`config.mk`:
```
export PLATFORM = sky130hd
export DESIGN_NAME = dmem_arbiter_flat
export DESIGN_NICKNAME = d
export VERILOG_FILES = /design/src/rtl/riscv_defines_pkg.sv /design/src/rtl/dmem_arbiter_if.sv /design/src/rtl/dmem_arbiter.sv /design/src/flat_wrapper.sv
export SDC_FILE = /design/constraint.sdc
export NUM_CORES = 1
export LEC_CHECK = 0
export CORE_MARGIN = 1.5
export CORE_UTILIZATION = 25
export DETAILED_ROUTE_END_ITERATION = 7
export HOLD_SLACK_MARGIN = 0.1
export SLEW_MARGIN = 20
export SYNTH_ARGS = -nofsm -noshare
export SYNTH_HDL_FRONTEND = slang
export SYNTH_SLANG_ARGS = --single-unit
```
`constraint.sdc`:
```
create_clock -name clk -period 6.4 [get_ports clk]
set_input_delay 1.6 -clock clk [delete_from_list [all_inputs] [get_ports clk]]
set_output_delay 1.6 -clock clk [all_outputs]
set_load 0.01 [all_outputs]
```
`src/rtl/riscv_defines_pkg.sv`:
```
// Shared data-memory widths and the access-size encoding used by dmem and its arbiter.
package riscv_defines_pkg;

    localparam int unsigned ADDR_WIDTH = 32;
    localparam int unsigned DATA_WIDTH = 32;

    typedef enum logic [1:0] {
        MEM_SIZE_B = 2'd0,
        MEM_SIZE_H = 2'd1,
        MEM_SIZE_W = 2'd2
    } mem_size_t;

endpackage

```
`src/rtl/dmem_arbiter_if.sv`:
```
// One requester port of the dmem arbiter: req/gnt handshake plus the rvalid response.
interface dmem_arbiter_if;
    import riscv_defines_pkg::*;

    logic                  req;
    logic                  we;
    logic [ADDR_WIDTH-1:0] addr;
    logic [DATA_WIDTH-1:0] wdata;
    mem_size_t             size;
    logic                  sign;
    logic                  gnt;
    logic                  rvalid;
    logic [DATA_WIDTH-1:0] rdata;
    logic                  err;

    modport master (
        output req, we, addr, wdata, size, sign,
        input  gnt, rvalid, rdata, err
    );

    modport slave (
        input  req, we, addr, wdata, size, sign,
        output gnt, rvalid, rdata, err
    );

endinterface

```
`src/rtl/dmem_arbiter.sv`:
```
// Two-port arbiter/sequencer in front of dmem: grants one request at a time, rejects
// misaligned or out-of-range accesses, and returns one rvalid pulse per accepted request.
module dmem_arbiter
    import riscv_defines_pkg::*;
#(
    parameter int unsigned MEM_BYTES  = 4096,
    parameter bit          FIXED_PRIO = 1'b0
) (
    input  logic                  clk,
    input  logic                  rst_n,
    dmem_arbiter_if.slave         p0,
    dmem_arbiter_if.slave         p1,
    output logic                  mem_we,
    output logic [ADDR_WIDTH-1:0] mem_addr,
    output logic [DATA_WIDTH-1:0] mem_wdata,
    output mem_size_t             mem_size,
    output logic                  mem_sign,
    input  logic [DATA_WIDTH-1:0] mem_rdata
);

    localparam int unsigned SUM_W = ADDR_WIDTH + 1;

    typedef enum logic [1:0] {
        IDLE   = 2'd0,
        ACCESS = 2'd1,
        RESP   = 2'd2
    } state_t;

    state_t state_q, state_d;
    logic   rr_last_q, rr_last_d;
    logic   owner_q, owner_d;

    logic [1:0]                 rvalid_q, rvalid_d;
    logic [1:0]                 err_q, err_d;
    logic [1:0][DATA_WIDTH-1:0] rdata_q, rdata_d;

    logic                  mem_we_d;
    logic [ADDR_WIDTH-1:0] mem_addr_d;
    logic [DATA_WIDTH-1:0] mem_wdata_d;
    mem_size_t             mem_size_d;
    logic                  mem_sign_d;

    logic [1:0]            req;
    logic [1:0]            gnt_c;
    logic                  sel;
    logic                  s_we;
    logic [ADDR_WIDTH-1:0] s_addr;
    logic [DATA_WIDTH-1:0] s_wdata;
    mem_size_t             s_size;
    logic                  s_sign;
    logic [2:0]            s_nbytes;
    logic                  s_misal;
    logic                  s_oor;
    logic                  s_err;

    assign req = {p1.req, p0.req};

    // Winner of this cycle; round-robin favours the port that was not granted last
    always_comb begin
        sel = 1'b0;
        if (req[0] && req[1]) begin
            sel = FIXED_PRIO ? 1'b0 : ~rr_last_q;
        end else begin
            sel = req[1];
        end
    end

    always_comb begin
        s_we    = sel ? p1.we    : p0.we;
        s_addr  = sel ? p1.addr  : p0.addr;
        s_wdata = sel ? p1.wdata : p0.wdata;
        s_size  = sel ? p1.size  : p0.size;
        s_sign  = sel ? p1.sign  : p0.sign;
    end

    // Legality of the selected request; the sum is one bit wider so addresses near 2^32 cannot wrap
    always_comb begin
        s_nbytes = 3'd4;
        s_misal  = 1'b0;
        case (s_size)
            MEM_SIZE_B: s_nbytes = 3'd1;
            MEM_SIZE_H: begin
                s_nbytes = 3'd2;
                s_misal  = s_addr[0];
            end
            default: begin
                s_nbytes = 3'd4;
                s_misal  = |s_addr[1:0];
            end
        endcase
        s_oor = (SUM_W'(s_addr) + SUM_W'(s_nbytes)) > SUM_W'(MEM_BYTES);
        s_err = s_misal | s_oor;
    end

    always_comb begin
        state_d     = state_q;
        rr_last_d   = rr_last_q;
        owner_d     = owner_q;
        gnt_c       = 2'b00;
        rvalid_d    = 2'b00;
        err_d       = 2'b00;
        rdata_d     = '0;
        mem_we_d    = 1'b0;
        mem_addr_d  = mem_addr;
        mem_wdata_d = mem_wdata;
        mem_size_d  = mem_size;
        mem_sign_d  = mem_sign;

        case (state_q)
            ACCESS: begin
                state_d           = RESP;
                rvalid_d[owner_q] = 1'b1;
                if (!mem_we) begin
                    rdata_d[owner_q] = mem_rdata;
                end
            end
            default: begin
                if (|req) begin
                    gnt_c[sel] = 1'b1;
                    rr_last_d  = sel;
                    owner_d    = sel;
                    if (s_err) begin
                        // Rejected requests never reach dmem and answer one cycle early
                        state_d       = RESP;
                        rvalid_d[sel] = 1'b1;
                        err_d[sel]    = 1'b1;
                    end else begin
                        state_d     = ACCESS;
                        mem_we_d    = s_we;
                        mem_addr_d  = s_addr;
                        mem_wdata_d = s_wdata;
                        mem_size_d  = s_size;
                        mem_sign_d  = s_sign;
                    end
                end else begin
                    state_d = IDLE;
                end
            end
        endcase
    end

    always_ff @(posedge clk or negedge rst_n) begin
        if (!rst_n) begin
            state_q   <= IDLE;
            rr_last_q <= 1'b1;
            owner_q   <= 1'b0;
            rvalid_q  <= 2'b00;
            err_q     <= 2'b00;
            rdata_q   <= '0;
            mem_we    <= 1'b0;
            mem_addr  <= '0;
            mem_wdata <= '0;
            mem_size  <= MEM_SIZE_B;
            mem_sign  <= 1'b0;
        end else begin
            state_q   <= state_d;
            rr_last_q <= rr_last_d;
            owner_q   <= owner_d;
            rvalid_q  <= rvalid_d;
            err_q     <= err_d;
            rdata_q   <= rdata_d;
            mem_we    <= mem_we_d;
            mem_addr  <= mem_addr_d;
            mem_wdata <= mem_wdata_d;
            mem_size  <= mem_size_d;
            mem_sign  <= mem_sign_d;
        end
    end

    // Grants are suppressed while reset is held so no request appears accepted
    assign p0.gnt    = gnt_c[0] & rst_n;
    assign p1.gnt    = gnt_c[1] & rst_n;
    assign p0.rvalid = rvalid_q[0];
    assign p1.rvalid = rvalid_q[1];
    assign p0.err    = err_q[0];
    assign p1.err    = err_q[1];
    assign p0.rdata  = rdata_q[0];
    assign p1.rdata  = rdata_q[1];

endmodule

```
`src/flat_wrapper.sv`:
```
// flat-port wrapper written by rule: the top's interface ports become plain ports
module dmem_arbiter_flat import riscv_defines_pkg::*;
#(
    parameter int unsigned MEM_BYTES  = 4096,
    parameter bit          FIXED_PRIO = 1'b0
)
  (clk, rst_n, mem_we, mem_addr, mem_wdata, mem_size, mem_sign, mem_rdata, p0_req, p0_we, p0_addr, p0_wdata, p0_size, p0_sign, p0_gnt, p0_rvalid, p0_rdata, p0_err, p1_req, p1_we, p1_addr, p1_wdata, p1_size, p1_sign, p1_gnt, p1_rvalid, p1_rdata, p1_err);
  dmem_arbiter_if p0_i ();
  dmem_arbiter_if p1_i ();
  input  logic clk;
  input  logic rst_n;
  output logic mem_we;
  output logic [ADDR_WIDTH-1:0] mem_addr;
  output logic [DATA_WIDTH-1:0] mem_wdata;
  output mem_size_t mem_size;
  output logic mem_sign;
  input  logic [DATA_WIDTH-1:0] mem_rdata;
  input wire logic [$bits(p0_i.req)-1:0] p0_req;
  input wire logic [$bits(p0_i.we)-1:0] p0_we;
  input wire logic [$bits(p0_i.addr)-1:0] p0_addr;
  input wire logic [$bits(p0_i.wdata)-1:0] p0_wdata;
  input wire logic [$bits(p0_i.size)-1:0] p0_size;
  input wire logic [$bits(p0_i.sign)-1:0] p0_sign;
  output wire logic [$bits(p0_i.gnt)-1:0] p0_gnt;
  output wire logic [$bits(p0_i.rvalid)-1:0] p0_rvalid;
  output wire logic [$bits(p0_i.rdata)-1:0] p0_rdata;
  output wire logic [$bits(p0_i.err)-1:0] p0_err;
  input wire logic [$bits(p1_i.req)-1:0] p1_req;
  input wire logic [$bits(p1_i.we)-1:0] p1_we;
  input wire logic [$bits(p1_i.addr)-1:0] p1_addr;
  input wire logic [$bits(p1_i.wdata)-1:0] p1_wdata;
  input wire logic [$bits(p1_i.size)-1:0] p1_size;
  input wire logic [$bits(p1_i.sign)-1:0] p1_sign;
  output wire logic [$bits(p1_i.gnt)-1:0] p1_gnt;
  output wire logic [$bits(p1_i.rvalid)-1:0] p1_rvalid;
  output wire logic [$bits(p1_i.rdata)-1:0] p1_rdata;
  output wire logic [$bits(p1_i.err)-1:0] p1_err;
  assign p0_i.req = p0_req;
  assign p0_i.we = p0_we;
  assign p0_i.addr = p0_addr;
  assign p0_i.wdata = p0_wdata;
  assign p0_i.size = p0_size;
  assign p0_i.sign = p0_sign;
  assign p0_gnt = p0_i.gnt;
  assign p0_rvalid = p0_i.rvalid;
  assign p0_rdata = p0_i.rdata;
  assign p0_err = p0_i.err;
  assign p1_i.req = p1_req;
  assign p1_i.we = p1_we;
  assign p1_i.addr = p1_addr;
  assign p1_i.wdata = p1_wdata;
  assign p1_i.size = p1_size;
  assign p1_i.sign = p1_sign;
  assign p1_gnt = p1_i.gnt;
  assign p1_rvalid = p1_i.rvalid;
  assign p1_rdata = p1_i.rdata;
  assign p1_err = p1_i.err;
  dmem_arbiter #(.MEM_BYTES(MEM_BYTES), .FIXED_PRIO(FIXED_PRIO)) u_core (.clk(clk), .rst_n(rst_n), .p0(p0_i), .p1(p1_i), .mem_we(mem_we), .mem_addr(mem_addr), .mem_wdata(mem_wdata), .mem_size(mem_size), .mem_sign(mem_sign), .mem_rdata(mem_rdata));
endmodule
```
==> results of run 1 <==
-- where the power goes --
part / internal [uW] / switching (uW)
Combinational: 161 / 172
Clock: 559 / 451
Sequential: 889 / 3.33
-- per-layer routing --
layer	vias up	wire (microns)	GRT usage, %
li1	3187	-	-
met1	3179	10600	21.1
met2	300	12000	28.0
met3	24	1510	3.55
met4	0	446	5.11
met5	-	0	0
-- final timing paths --
path                       cells after the start  slack (ns)              endpoint          startpoint
max                                           11        0.53  u_core.mem_wdata[24]              p0_req
min                                            1        0.49    u_core.mem_addr[1]  u_core.mem_addr[1]
max reg2reg                                   10        1.80  u_core.mem_wdata[24]    u_core.rr_last_q
min reg2reg                                    1        0.49    u_core.mem_addr[1]  u_core.mem_addr[1]
max in group asynchronous                      3        3.51    u_core.p1.rdata[7]               rst_n
min in group asynchronous                      1        0.95   u_core.p1.rdata[19]               rst_n
-- cell type report --
class / instances / area (sq um) / area share, %
multi-input cells: 568 / 3520 / 31.1
flip-flops and latches: 140 / 3500 / 31.0
repair buffers: 320 / 3190 / 28.2
well taps: 384 / 480 / 4.25
clock buffers: 17 / 425 / 3.76
clock inverters: 15 / 173 / 1.53
inverters: 6 / 22.5 / 0.199
diodes: 1 / 2.50 / 0.0221
-- stage by stage --
stage | setup slack, ns | power (uW) | instances | instance area (sq um)
floorplan | 0.120 | 1050 | 752 | 7250
global placement | 0.173 | 1240 | 1418 | 10700
detailed placement | 0.0700 | 1240 | 1418 | 10700
CTS | 0.524 | 2270 | 1450 | 11300
global route | 0.316 | 2340 | 1451 | 11300
finish | 0.529 | 2240 | 1451 | 11300
-- cells by family after synthesis --
| kind of cell | Yosys count | synth area share [%] |
|---|---|---|
| AOI/OAI and AO/OA | 83 | 8.22 |
| xor gates and xnor gates | 12 | 1.45 |
| adders and majority gates | 4 | 0.794 |
| buffers and inverters | 44 | 3.31 |
| DFF | 140 | 48.4 |
| muxes | 68 | 11.4 |
| and+or+nand+nor | 401 | 26.4 |
-- cell usage in the layout, fill, tap and decap left out, types with 3 or more instances in the layout --
master / instances
dfrtp_1: 139
a211oi_1: 3
o31a_1: 3
nor2b_1: 19
xor2_1: 3
inv_8: 6
inv_6: 3
a21oi_1: 15
buf_4: 10
nor4b_1: 3
nand4_1: 11
clkdlybuf4s50_1: 308
ha_1: 3
nand3_1: 17
or4_1: 6
mux2_2: 34
nor2_1: 89
nand2b_1: 35
or2_2: 3
mux2i_1: 13
inv_1: 6
nand2_1: 166
a21o_1: 5
o22ai_1: 3
a31oi_1: 4
nor4_1: 13
mux2_4: 18
nor3_1: 15
xnor2_1: 9
o21ai_0: 18
clkbuf_16: 17
o211ai_1: 3
or3_1: 8
-- state kept, by name, indices dropped and copies added, names as in the netlist, 2 cells and up --
| name | cells |
|---|---|
| u_core.state_q | 2 |
| u_core.mem_wdata | 32 |
| u_core.err_q | 2 |
| u_core.rvalid_q | 2 |
| u_core.p1.rdata | 32 |
| u_core.mem_size | 2 |
| u_core.p0.rdata | 32 |
| u_core.mem_addr | 32 |
-- worst max-delay path: cells and delay by family --
family	cells	cell delay (ns)
and+or+nand+nor	5	1.45
buffers and inverters	3	1.75
AOI/OAI and AO/OA	2	0.90
muxes	1	0.39
==> out/summary.log, run 1 <==
[grt] GR Overflow Total 0
[route] total via count in the routed design 6690
[grt] maximum number of pins on one net before global-route repair 78
[yosys] area share of the largest cell type after synthesis 48.0%
[clocking] number of buffers on the longest clock path 2
[route] WL per Instance 17.0 microns
[yosys] number of distinct library cell variants in the gate-level netlist after synthesis 73
[place] gp weighted congestion 0.895
[die] CORE AREA 28600 sq um
[yosys] Avg Inst Size Synth 9.64 sq um
[die] standard-cell row count 62
[yosys] post-synthesis register bit count 140
[die] number of ports placed on the die boundary 310
[grt] GR Util All Layers 16.6%
[grt] number of global-route vias before repair 6781
[clocking] H-tree Lvls 4
[yosys] register area share after synthesis 48.4%
[clocking] Reg clk slew, reported paths 0.07 ns
[clocking] hold-fix buffers at CTS 0
[timing] summed negative setup slack over all endpoints 0 ns
[timing] Final Skew 0.00999 ns
[place] Final HPWL DP 18400 microns
[clocking] clock buffers created by TritonCTS 17
[timing] transition at the pin with the smallest max-transition slack 0.941 ns
[cells_and_area] layout cells sized above 1 10.7%
[critical_path] Req. time, crit path 6.70 ns
[clocking] total clock sinks 140
[timing] Final min period 5.87 ns
[pwr] IR drop worst, VDD 0.156 mV
[timing] max-slew violations 0
[clocking] clock tree from TritonCTS built
[route] mean number of vias per cell 4.61
[status] status finished clean
[cells_and_area] number of filler instances in the final layout 2820
[die] starting density of the core 25.3%
[timing] number of hold-slack violations in the final timing report 0
[yosys] cell with the most instances after synthesis nand2_1
[yosys] Post-Syn Instances 752
[timing] relative slew slack 37.3%
[critical_path] type of the setup path with the least slack in -> reg
[timing] final setup vio count 0
[route] remaining antenna violation count 0
[grt] first-pass GRT wire length 38700 microns
[route] drt first pass iters 5
[yosys] warnings from Yosys 0
[critical_path] CP Capture Type register
[critical_path] sort of element at the start of the critical path input pin
[grt] number of antenna violations at the first check in global routing 1
[yosys] number of synthesized flops with an enable pin 0
[pwr] power per cell area 198 nW/um^2
[yosys] Netlist Area Pre-Place 7250 sq um
[route] Remaining DRCs 0
[timing] final worst hold slack 0.493 ns
[yosys] Syn Nets 928
[critical_path] Crit path largest cell delay 0.71 ns
[die] die boundary width 173 microns
[yosys] flip-flop cell with the highest count after synthesis dfrtp_1
[clocking] clock latency at the later pin of the worst-skew pair 0.42 ns
[cells_and_area] net total in the final layout 1229
[route] final WL 24600 microns
[yosys] cell types occupying the most area after synthesis dfrtp_1, nand2_1, mux2_2, nor2_1, mux2_4
[yosys] commonest cells in the synthesized netlist nand2_1, dfrtp_1, nor2_1
[critical_path] maximum fanout count along the critical path 77
[route] drt first-iter violations 402
[die] height of the die 173 microns
[place] buffers added on ports 309
[critical_path] cell breakdown of the critical path clkdlybuf4s50_1 > a21bo_4 > buf_4 > nor2_1 > a21oi_1 > and4_1 > nor3_1 > or4_4 > nor4_4 > buf_12 > mux2_2
[critical_path] critical path data arrival time 6.17 ns
[cells_and_area] relative area change from synthesis to final layout 56.1%
[pwr] leakage power total 0.00501 uW
[clocking] post-cts resize count 0
[timing] Tcrit/Tclk final 91.7%
[critical_path] library cell contributing the largest single delay on the critical path buf_4
[run] max-cap violations 0
[clocking] Clock Tree Root clkbuf_16
[yosys] cell type with the highest aggregate area in the netlist dfrtp_1
[cells_and_area] core occupancy in the finished layout 39.5%
[die] floorplan die area 30000 sq um
[yosys] fraction of registers with async set/reset 100%
[clocking] post-CTS setup buffers 0
[worst_hold_path] Worst Hold Class reg -> reg
[timing] setup repair after global routing missed its margin false
[timing] maximum clock frequency 170 MHz
Note: power is estimated with default switching activity, not from simulation.
==> run 2: changes to the inputs <==
--- a/config.mk
+++ b/config.mk
@@ -6,9 +6,10 @@
 export NUM_CORES = 1
 export LEC_CHECK = 0
 export CORE_MARGIN = 1.5
-export CORE_UTILIZATION = 25
+export CORE_UTILIZATION = 43
 export DETAILED_ROUTE_END_ITERATION = 7
 export HOLD_SLACK_MARGIN = 0.1
+export PLACE_DENSITY = 0.81
 export SLEW_MARGIN = 20
 export SYNTH_ARGS = -nofsm -noshare
 export SYNTH_HDL_FRONTEND = slang
==> constraint.sdc (replaced) <==
create_clock -name clk -period 5.9 [get_ports clk]
set_input_delay 1.475 -clock clk [delete_from_list [all_inputs] [get_ports clk]]
set_output_delay 1.475 -clock clk [all_outputs]
set_load 0.01 [all_outputs]
==> run 2 against run 1 <==
Clock skew about the same. Global-route usage up 9.8 points. First-iteration DRC count up 12%. Core utilization up 28 points. Via count grew 2.0%. Sequential share of layout area increased by 0.31 points. Final cell count fell by 11%.
==> out/summary.log, run 2 (same netlist as run 1, synthesis figures left out) <==
[route] Remaining DRCs 0 [unchanged]
[route] drt first pass iters 5 [unchanged]
[timing] relative slew slack 43.2% [+5.9 points]
[place] Final HPWL DP 17500 microns [-4.7%]
[clocking] clock latency at the later pin of the worst-skew pair 0.42 ns [about the same]
[place] gp weighted congestion 0.951 [+6.3%]
[critical_path] sort of element at the start of the critical path input pin
[timing] final worst hold slack 0.484 ns [-0.00878 ns]
[timing] number of hold-slack violations in the final timing report 0 [unchanged]
[route] WL per Instance 17.8 microns [+5.0%]
[cells_and_area] core occupancy in the finished layout 67.8% [+28 points]
[critical_path] cell family with the largest share of critical-path delay simple AND/OR/NAND/NOR gates
[pwr] internal power 1780 uW [+11%]
[timing] max-slew violations 0 [unchanged]
[critical_path] library cell contributing the largest single delay on the critical path clkdlybuf4s50_1
[timing] setup repair after global routing missed its margin false
[place] Placed Area 10600 sq um [-1.1%]
[die] floorplan die area 17600 sq um [-41%]
[die] number of ports placed on the die boundary 310 [unchanged]
[critical_path] setup slack, reg-to-reg 1.36 ns [-0.44 ns]
[die] CORE AREA 16500 sq um [-42%]
[critical_path] CP Capture Type register
[grt] number of antenna violations at the first check in global routing 1 [unchanged]
[critical_path] critical path data arrival time 6.03 ns [-0.14 ns]
[grt] number of global-route vias before repair 6634 [-2.2%]
[pwr] clock share of power 44.5% [-0.7 points]
[clocking] clock buffers created by TritonCTS 17 [unchanged]
[cells_and_area] final design area excluding fillers 11200 sq um [-0.98%]
[status] status finished clean
[cells_and_area] Post-Layout Cell Count 1298 [-11%]
[clocking] hold-fix buffers at CTS 0 [unchanged]
[critical_path] Crit path largest cell delay 0.56 ns [-0.15 ns]
[die] height of the die 133 microns [-23%]
[critical_path] worst r2r dst u_core.mem_wdata[20]
[timing] Final Skew 0.00974 ns [-0.000251 ns]
[grt] GR Overflow Total 0 [unchanged]
[route] drt first-iter violations 449 [+12%]
[cells_and_area] most frequent cells in the layout clkdlybuf4s50_1, nand2_1, dfrtp_1, nor2_1, nand2b_1
[route] final WL 23100 microns [-6.1%]
[cells_and_area] relative area change from synthesis to final layout 54.6%
[clocking] total clock sinks 140 [unchanged]
[pwr] leakage power total 0.00506 uW [+1.1%]
[pwr] overall power after layout 2410 uW [+7.8%]
[worst_hold_path] Hold Path End u_core.mem_addr[11]
[pwr] sequential power share 40.2% [+0.3 points]
[timing] transition at the pin with the smallest max-transition slack 0.852 ns [-0.0892 ns]
[clocking] Clock Tree Root clkbuf_16
[cells_and_area] layout cells sized above 1 11.9% [+1.2 points]
[critical_path] Bufs and invs on worst path 2 [-1]
[timing] final setup vio count 0 [unchanged]
[run] max-cap violations 0 [unchanged]
[pwr] power per cell area 215 nW/um^2 [+8.8%]
[route] mean number of vias per cell 5.26 [+14%]
[critical_path] depth of the most critical reg-to-reg path 14 [+4]
[die] die boundary width 133 microns [-23%]
[timing] maximum clock frequency 174 MHz
[timing] Final min period 5.74 ns
[grt] maximum number of pins on one net before global-route repair 59 [-24%]
[critical_path] launching point of the worst reg2reg path u_core.rr_last_q
[grt] first-pass GRT wire length 36100 microns [-6.8%]
[route] total via count in the routed design 6822 [+2.0%]
[route] remaining antenna violation count 0 [unchanged]
[pwr] IR drop worst, VDD 0.178 mV [+14%]
[place] buffers added on ports 309 [unchanged]
[place] placed instance count 1266 [-11%]
[cells_and_area] net total in the final layout 1241 [+0.98%]
[critical_path] cell breakdown of the critical path clkdlybuf4s50_1 > a21bo_2 > nand2_1 > nand2_1 > ha_1 > fa_2 > a21o_1 > or3_1 > a221oi_1 > a211o_1 > a41oi_1 > or4_4 > nor4_4 > buf_12 > mux2_2
[clocking] post-CTS setup buffers 0 [unchanged]
[pwr] net switching power figure 625 uW [-0.23%]
[grt] GR Util All Layers 26.4% [+9.8 points]
[worst_hold_path] depth of the worst hold-timing path 1 [unchanged]
[die] starting density of the core 43.9% [+19 points]
[clocking] clock tree from TritonCTS built
[pwr] share of total power in combinational logic 15.3% [+0.4 points]
[timing] Tcrit/Tclk final 97.3%
[pwr] switch share 25.9% [-2.1 points]
[critical_path] Most common cell on crit path nand2_1
[cells_and_area] most common cell after layout, fill and taps aside clkdlybuf4s50_1
[worst_hold_path] origin of the worst min-delay path u_core.mem_addr[11]
[clocking] post-cts resize count 0 [unchanged]
[clocking] Reg clk slew, reported paths 0.06 ns [about the same]
[die] standard-cell row count 47 [-24%]
[clocking] H-tree Lvls 4 [unchanged]
[cells_and_area] antenna fix cells 0 [-1]
[critical_path] Req. time, crit path 6.19 ns [-0.51 ns]
[worst_hold_path] Worst Hold Class reg -> reg
[critical_path] type of the setup path with the least slack in -> reg
[critical_path] maximum fanout count along the critical path 52 [-32%]
[clocking] number of buffers on the longest clock path 2 [unchanged]
==> run 2: how the worst max path moves through the flow <==
stage	endpoint	cells past startpoint	start
floorplan	u_core.mem_addr[1]	20	p0_req
global placement	u_core.mem_wdata[2]	16	p1_req
detailed placement	u_core.mem_wdata[20]	16	p1_req
CTS	u_core.mem_wdata[20]	16	p1_req
global route	u_core.mem_wdata[20]	16	p1_req
finish	u_core.mem_wdata[20]	15	p1_req
==> run 2: layout make-up <==
class	count	area [sq um]
fillers	1273	5320
clock inverters	15	179
repair buffers	332	3280
clock buffers	17	425
flip-flops and latches	140	3500
multi-input cells	568	3520
inverters	6	22.5
well taps	220	275
==> run 2: routing by layer <==
metal / track usage (%) / routed length [microns] / vias up
met5: 0 / 13 / -
li1: - / - / 3231
met1: 31.4 / 8980 / 3206
met4: 10.6 / 746 / 2
met3: 5.82 / 1570 / 63
met2: 46.2 / 11800 / 320
==> run 2: power groups by stage <==
stage                     Combinational [uW]  Clock, uW  Sequential (uW)
after global placement                   360          0              986
after floorplan                          156          0              987
final                                    370       1070              969
after detailed placement                 364          0              986
after global routing                     403       1140              969
after CTS                                367       1090              969
==> run 2: worst register-to-register path, cell delays in order, from the launching register on <==
cell	delay, ns
dfstp_2	0.59
a21bo_2	0.30
nand2_1	0.09
nand2_1	0.09
a21oi_1	0.09
fa_2	0.39
a21o_1	0.26
or3_1	0.36
a221oi_1	0.33
a211o_1	0.17
a41oi_1	0.18
or4_4	0.49
nor4_4	0.33
buf_12	0.33
mux2_2	0.42
==> run 2: through the flow <==
stage	TNS (ns)	worst slack, ns
final	0	0.159
after global routing	0	0.0617
after CTS	0	0.223
after detailed placement	-4.99	-0.131
after global placement	0	0.0257
after floorplan	0	0.00147
